[src/rtl/imem_loader_pkg.sv]
// Shared definitions for the instruction-memory byte-stream loader:
// FSM states, stream framing constants and checksum width.
package imem_loader_pkg;

  typedef enum logic [2:0] {
    IDLE    = 3'd0,
    LEN_HI  = 3'd1,
    LEN_LO  = 3'd2,
    DATA_HI = 3'd3,
    DATA_LO = 3'd4,
    CHECK   = 3'd5,
    RUN     = 3'd6,
    ERROR   = 3'd7
  } state_t;

  // Stream framing: big-endian 16-bit length, then hi/lo byte pairs, then one checksum byte.
  localparam int unsigned LEN_BYTES      = 2;
  localparam int unsigned BYTES_PER_WORD = 2;
  localparam int unsigned CSUM_BYTES     = 1;
  localparam int unsigned POS_LEN_HI     = 0;
  localparam int unsigned POS_LEN_LO     = 1;
  localparam int unsigned POS_DATA       = 2;

  localparam int unsigned CSUM_W = 8;

  function automatic logic is_loading(input state_t s);
    return (s == LEN_HI) || (s == LEN_LO) || (s == DATA_HI) ||
           (s == DATA_LO) || (s == CHECK);
  endfunction

endpackage

[src/rtl/imem_loader.sv]
// Loads a length-prefixed, XOR-checksummed byte stream into instruction memory and releases the core on success.
// One byte per cycle max; write strobe lands the cycle after each low byte; byte_ready low outside loading states.
module imem_loader
  import imem_loader_pkg::*;
#(
  parameter int          MEM_DEPTH = 256,
  parameter logic [15:0] BASE_ADDR = 16'h0000
) (
  input  logic        clk,
  input  logic        rst,
  input  logic        start,
  input  logic        byte_valid,
  input  logic [7:0]  byte_data,
  output logic        byte_ready,
  output logic        imem_we,
  output logic [15:0] imem_addr,
  output logic [15:0] imem_wdata,
  output logic        core_rst_n,
  output logic        done,
  output logic        error
);

  state_t              r_state;
  logic                r_byte_ready;
  logic                r_we;
  logic [15:0]         r_addr;
  logic [15:0]         r_wdata;
  logic                r_core_rst_n;
  logic                r_done;
  logic                r_error;
  logic [15:0]         r_index;
  logic [15:0]         r_len;
  logic [7:0]          r_hi;
  logic [CSUM_W-1:0]   r_csum;

  logic                w_xfer;
  logic [15:0]         w_len;
  logic                w_len_bad;
  logic [15:0]         w_index_nxt;

  assign w_xfer      = byte_valid & r_byte_ready;
  assign w_len       = {r_len[15:8], byte_data};
  assign w_len_bad   = (w_len == 16'd0) || ({16'd0, w_len} > 32'(MEM_DEPTH));
  assign w_index_nxt = r_index + 16'd1;

  always_ff @(posedge clk or negedge rst) begin
    if (!rst) begin
      r_state      <= IDLE;
      r_byte_ready <= 1'b0;
      r_we         <= 1'b0;
      r_addr       <= 16'd0;
      r_wdata      <= 16'd0;
      r_core_rst_n <= 1'b0;
      r_done       <= 1'b0;
      r_error      <= 1'b0;
      r_index      <= 16'd0;
      r_len        <= 16'd0;
      r_hi         <= 8'd0;
      r_csum       <= '0;
    end else begin
      r_we <= 1'b0;
      // A start pulse restarts from any state and drops any byte offered in the same cycle.
      if (start) begin
        r_state      <= LEN_HI;
        r_byte_ready <= 1'b1;
        r_core_rst_n <= 1'b0;
        r_done       <= 1'b0;
        r_error      <= 1'b0;
        r_index      <= 16'd0;
        r_csum       <= '0;
      end else if (w_xfer) begin
        case (r_state)
          LEN_HI: begin
            r_len[15:8] <= byte_data;
            r_state     <= LEN_LO;
          end
          LEN_LO: begin
            r_len <= w_len;
            if (w_len_bad) begin
              r_state      <= ERROR;
              r_error      <= 1'b1;
              r_byte_ready <= 1'b0;
            end else begin
              r_state <= DATA_HI;
            end
          end
          DATA_HI: begin
            r_hi    <= byte_data;
            r_csum  <= r_csum ^ byte_data;
            r_state <= DATA_LO;
          end
          DATA_LO: begin
            r_we    <= 1'b1;
            r_addr  <= BASE_ADDR + r_index;
            r_wdata <= {r_hi, byte_data};
            r_index <= w_index_nxt;
            r_csum  <= r_csum ^ byte_data;
            r_state <= (w_index_nxt == r_len) ? CHECK : DATA_HI;
          end
          CHECK: begin
            r_byte_ready <= 1'b0;
            if (r_csum == byte_data) begin
              r_state      <= RUN;
              r_done       <= 1'b1;
              r_core_rst_n <= 1'b1;
            end else begin
              r_state      <= ERROR;
              r_error      <= 1'b1;
              r_core_rst_n <= 1'b0;
            end
          end
          default: ;
        endcase
      end
    end
  end

  assign byte_ready = r_byte_ready;
  assign imem_we    = r_we;
  assign imem_addr  = r_addr;
  assign imem_wdata = r_wdata;
  assign core_rst_n = r_core_rst_n;
  assign done       = r_done;
  assign error      = r_error;

endmodule

[config.mk]
export PLATFORM = sky130hd
export DESIGN_NAME = imem_loader
export DESIGN_NICKNAME = d
export VERILOG_FILES = /design/src/rtl/imem_loader_pkg.sv /design/src/rtl/imem_loader.sv
export SDC_FILE = /design/constraint.sdc
export NUM_CORES = 1
export LEC_CHECK = 0
export BUFFER_PORTS_ARGS = -buffer_cell sky130_fd_sc_hd__buf_2
export CAP_MARGIN = 20
export CELL_PAD_IN_SITES_DETAIL_PLACEMENT = 1
export CELL_PAD_IN_SITES_GLOBAL_PLACEMENT = 1
export CORE_ASPECT_RATIO = 0.9
export CORE_MARGIN = 4
export CORE_UTILIZATION = 42
export DETAILED_ROUTE_END_ITERATION = 8
export GPL_ROUTABILITY_DRIVEN = 0
export PLACE_DENSITY_LB_ADDON = 0.1
export REMOVE_ABC_BUFFERS = 1
export SLEW_MARGIN = 20
export SYNTH_ARGS = -nofsm -noshare
export SYNTH_HDL_FRONTEND = slang
export SYNTH_SLANG_ARGS = --single-unit
export TNS_END_PERCENT = 30
[constraint.sdc]
create_clock -name clk -period 3.03 [get_ports clk]
set_input_delay 0.1515 -clock clk [delete_from_list [all_inputs] [get_ports clk]]
set_output_delay 0.1515 -clock clk [all_outputs]
set_load 0.03 [all_outputs]
==> run summary <==
Num CTS Buffers -> 9
Iter 0 DRT Violations -> 139
worst skew pair latency -> 0.34 ns
Area Growth Syn to Fin -> 14.8%
Final Non-Filler Cells -> 585
Post-Syn Area -> 4370 sq um
VDD IR max -> 0.359 mV
Inserted Diodes -> 0
Max Freq -> 357 MHz
Placement Setup Slack -> 0.247 ns
Post-CTS Setup Inserts -> 0
Setup-failing EPs final -> 0
io pins -> 49
number of buffers added on ports -> 48
register area share after synthesis -> 50.4%
H-tree levels -> 3
DR vias/cell -> 5.47
WL/cell -> 17.8 um
layout cell share with drive strength beyond 1 -> 27.6%
commonest non-fill, non-tap cell in the layout -> dfrtp_1
RSZ-0062 raised after global routing -> false
EDFF count, synth -> 0
yosys warns -> 0
asr flop ratio synth -> 100%
main flop type after synthesis -> dfrtp_1
Slowest Stage Delay on Critical Path -> 0.54 ns
max_cap viols -> 0
post-synthesis register bit count -> 88
min cycle time layout -> 2.80 ns
grt total ovfl -> 0
TritonCTS clock tree -> built
drt first pass iters -> 5
Max clock buf depth -> 2
Clock Tree Root -> clkbuf_16
Critical Path RT -> 3.26 ns
die height -> 105 um
number of remaining DRC errors -> 0
CP endpoint kind -> register
die width -> 116 um
clk_skew -> 0.00359 ns
setup_tns -> 0 ns
outcome -> complete, no violations
floorplan row count -> 35
Filler Cells Inserted -> 1,131
CP Launch Type -> register
final hold vios -> 0
critical path class -> register to register
antenna violations before repair -> 0
largest net degree at the start of global routing -> 48
first-pass GRT wire length -> 17.6 mm
slowest CP cell -> or4_4
core area -> 10,200 sq um
Starting Density -> 42.8%
fin. max-slew vios -> 0
clk slew on worst S/H paths -> 0.06 ns
Lkg Pwr -> 0.00235 uW
leading cell types in the layout, fill and taps excluded -> dfrtp_1, nand2_1, mux2_2, buf_2, nor2_1
dpl hpwl -> 7.36 mm
clock sinks -> 88
Worst Hold Class -> primary input to register
CP arrival -> 3.03 ns
crit-path max FO -> 9
Inst Count DP -> 569
footprint of the multi-input gates -> 2040 sq um
period utilization -> 92.4%
GRT Total Usage -> 18.8%
syn avg cell area -> 10.7 sq um
Slew HR -> 43.3%
number of global-route vias before repair -> 3,310
setup ws final -> 0.229 ns
sequential cell area -> 2200 sq um
number of distinct library cells after synthesis -> 56
Synth Instances -> 408
routed via count -> 3,198
Detail Route Antenna Nets -> 0
Pwr per Cell Area -> 646 nW/um^2
Worst-Margin Slew -> 0.848 ns
WL final -> 10.4 mm
layout net count -> 466
Die ar. -> 12,100 sq um
CP Cell Sequence -> ha_1 -> nand3_2 -> o21ai_0 -> o31ai_1 -> or4_1 -> or4_4 -> a21bo_1
==> final timing paths <==
| check | start | to | slack [ns] | cells past startpoint |
|---|---|---|---|---|
| max | r_index[0] | r_state[1] | 0.23 | 7 |
| min | byte_data[6] | r_len[14] | 0.19 | 2 |
| max reg2reg | r_index[0] | r_state[1] | 0.23 | 7 |
| min reg2reg | imem_wdata[9] | imem_wdata[9] | 0.47 | 2 |
| max in group asynchronous | rst | r_index[11] | 1.92 | 3 |
| min in group asynchronous | rst | imem_addr[1] | 0.37 | 2 |
==> what timing repair did <==
action / CTS / global route
hold buffers: 1 / 0
endpoints found under the hold margin: 45 / 0
resized for setup: 0 / 0
==> metal layers <==
layer	global-route usage (%)	wire (um)
met1	26.7	5270
met2	27.8	4590
met3	4.11	341
met4	7.46	236
met5	0	0
==> flip-flops by register name, summed over array words and instances, names as in the netlist <==
signal,flops
imem_addr,16
imem_wdata,16
r_index,16
r_len,16
r_csum,8
r_hi,8
r_state,3
byte_ready,1
core_rst_n,1
done,1
error,1
imem_we,1
==> area by class of cell <==
type / count / area share (%)
inverters: 5 / 0.374
clock buffers: 11 / 4.84
multi-input cells: 293 / 40.6
flip-flops and latches: 88 / 43.9
well taps: 129 / 3.22
repair buffers: 55 / 5.94
clock inverters: 4 / 1.10
==> critical path, delay by kind of cell (launching register included) <==
kind	cells	cell delay (ns)
AO/OA/AOI/OAI	3	0.52
adder cells (fa/ha/maj)	1	0.38
AND/OR/NAND/NOR	3	1.30
flip-flops	1	0.49
==> cells in the mapped netlist (2+ instances only) <==
master	n	share of area (%)
nor2b_1	4	0.57
o21a_1	2	0.34
xor2_1	25	5.0
nor3_1	9	1.0
nor3b_1	2	0.34
a21oi_1	8	0.92
ha_1	2	0.57
o21ai_0	4	0.46
dfrtp_1	88	50
nand3_1	9	1.0
mux2_2	48	12
a31oi_1	3	0.43
a32oi_1	2	0.40
o31ai_1	2	0.34
nor2_1	40	3.4
o21bai_1	2	0.34
or3_1	2	0.29
inv_1	4	0.34
and3_1	3	0.43
nand2_1	53	4.6
and4_1	2	0.40
a21boi_0	2	0.34
nand4_1	13	1.9
buf_6	2	0.52
o32ai_1	2	0.40
buf_2	6	0.69
clkbuf_1	13	1.1
xnor2_1	23	4.6
nor4_1	6	0.86
==> stage by stage <==
step	instance area (sq um)	hold WS [ns]	utilization, %	power, uW
3_5_place_dp	4710	0.209	46.2	2150
2_1_floorplan	4260	-0.144	-	1940
6_report	5020	0.195	49.2	3240
5_1_grt	5020	0.174	49.2	3440
3_3_place_gp	4710	0.208	46.2	2120
4_1_cts	5020	0.165	49.2	3290
==> kinds of logic (layout without fill, tap and decap cells) <==
family | Yosys count | count (layout) | share of synthesized area (%)
simple gates | 155 | 155 | 17.2
flops | 88 | 88 | 50.4
xor+xnor | 49 | 49 | 9.99
mux | 49 | 49 | 12.6
compound gates | 38 | 38 | 6.27
buf+inv | 27 | 75 | 2.92
fa+ha+maj | 2 | 2 | 0.573
==> power by group <==
group,switching [uW],internal (uW),leakage (uW)
logic,297,304,0.00103
registers,171,1350,0.00118
clock network,462,660,0.000142
No activity file was read; power rests on OpenSTA's default activity.
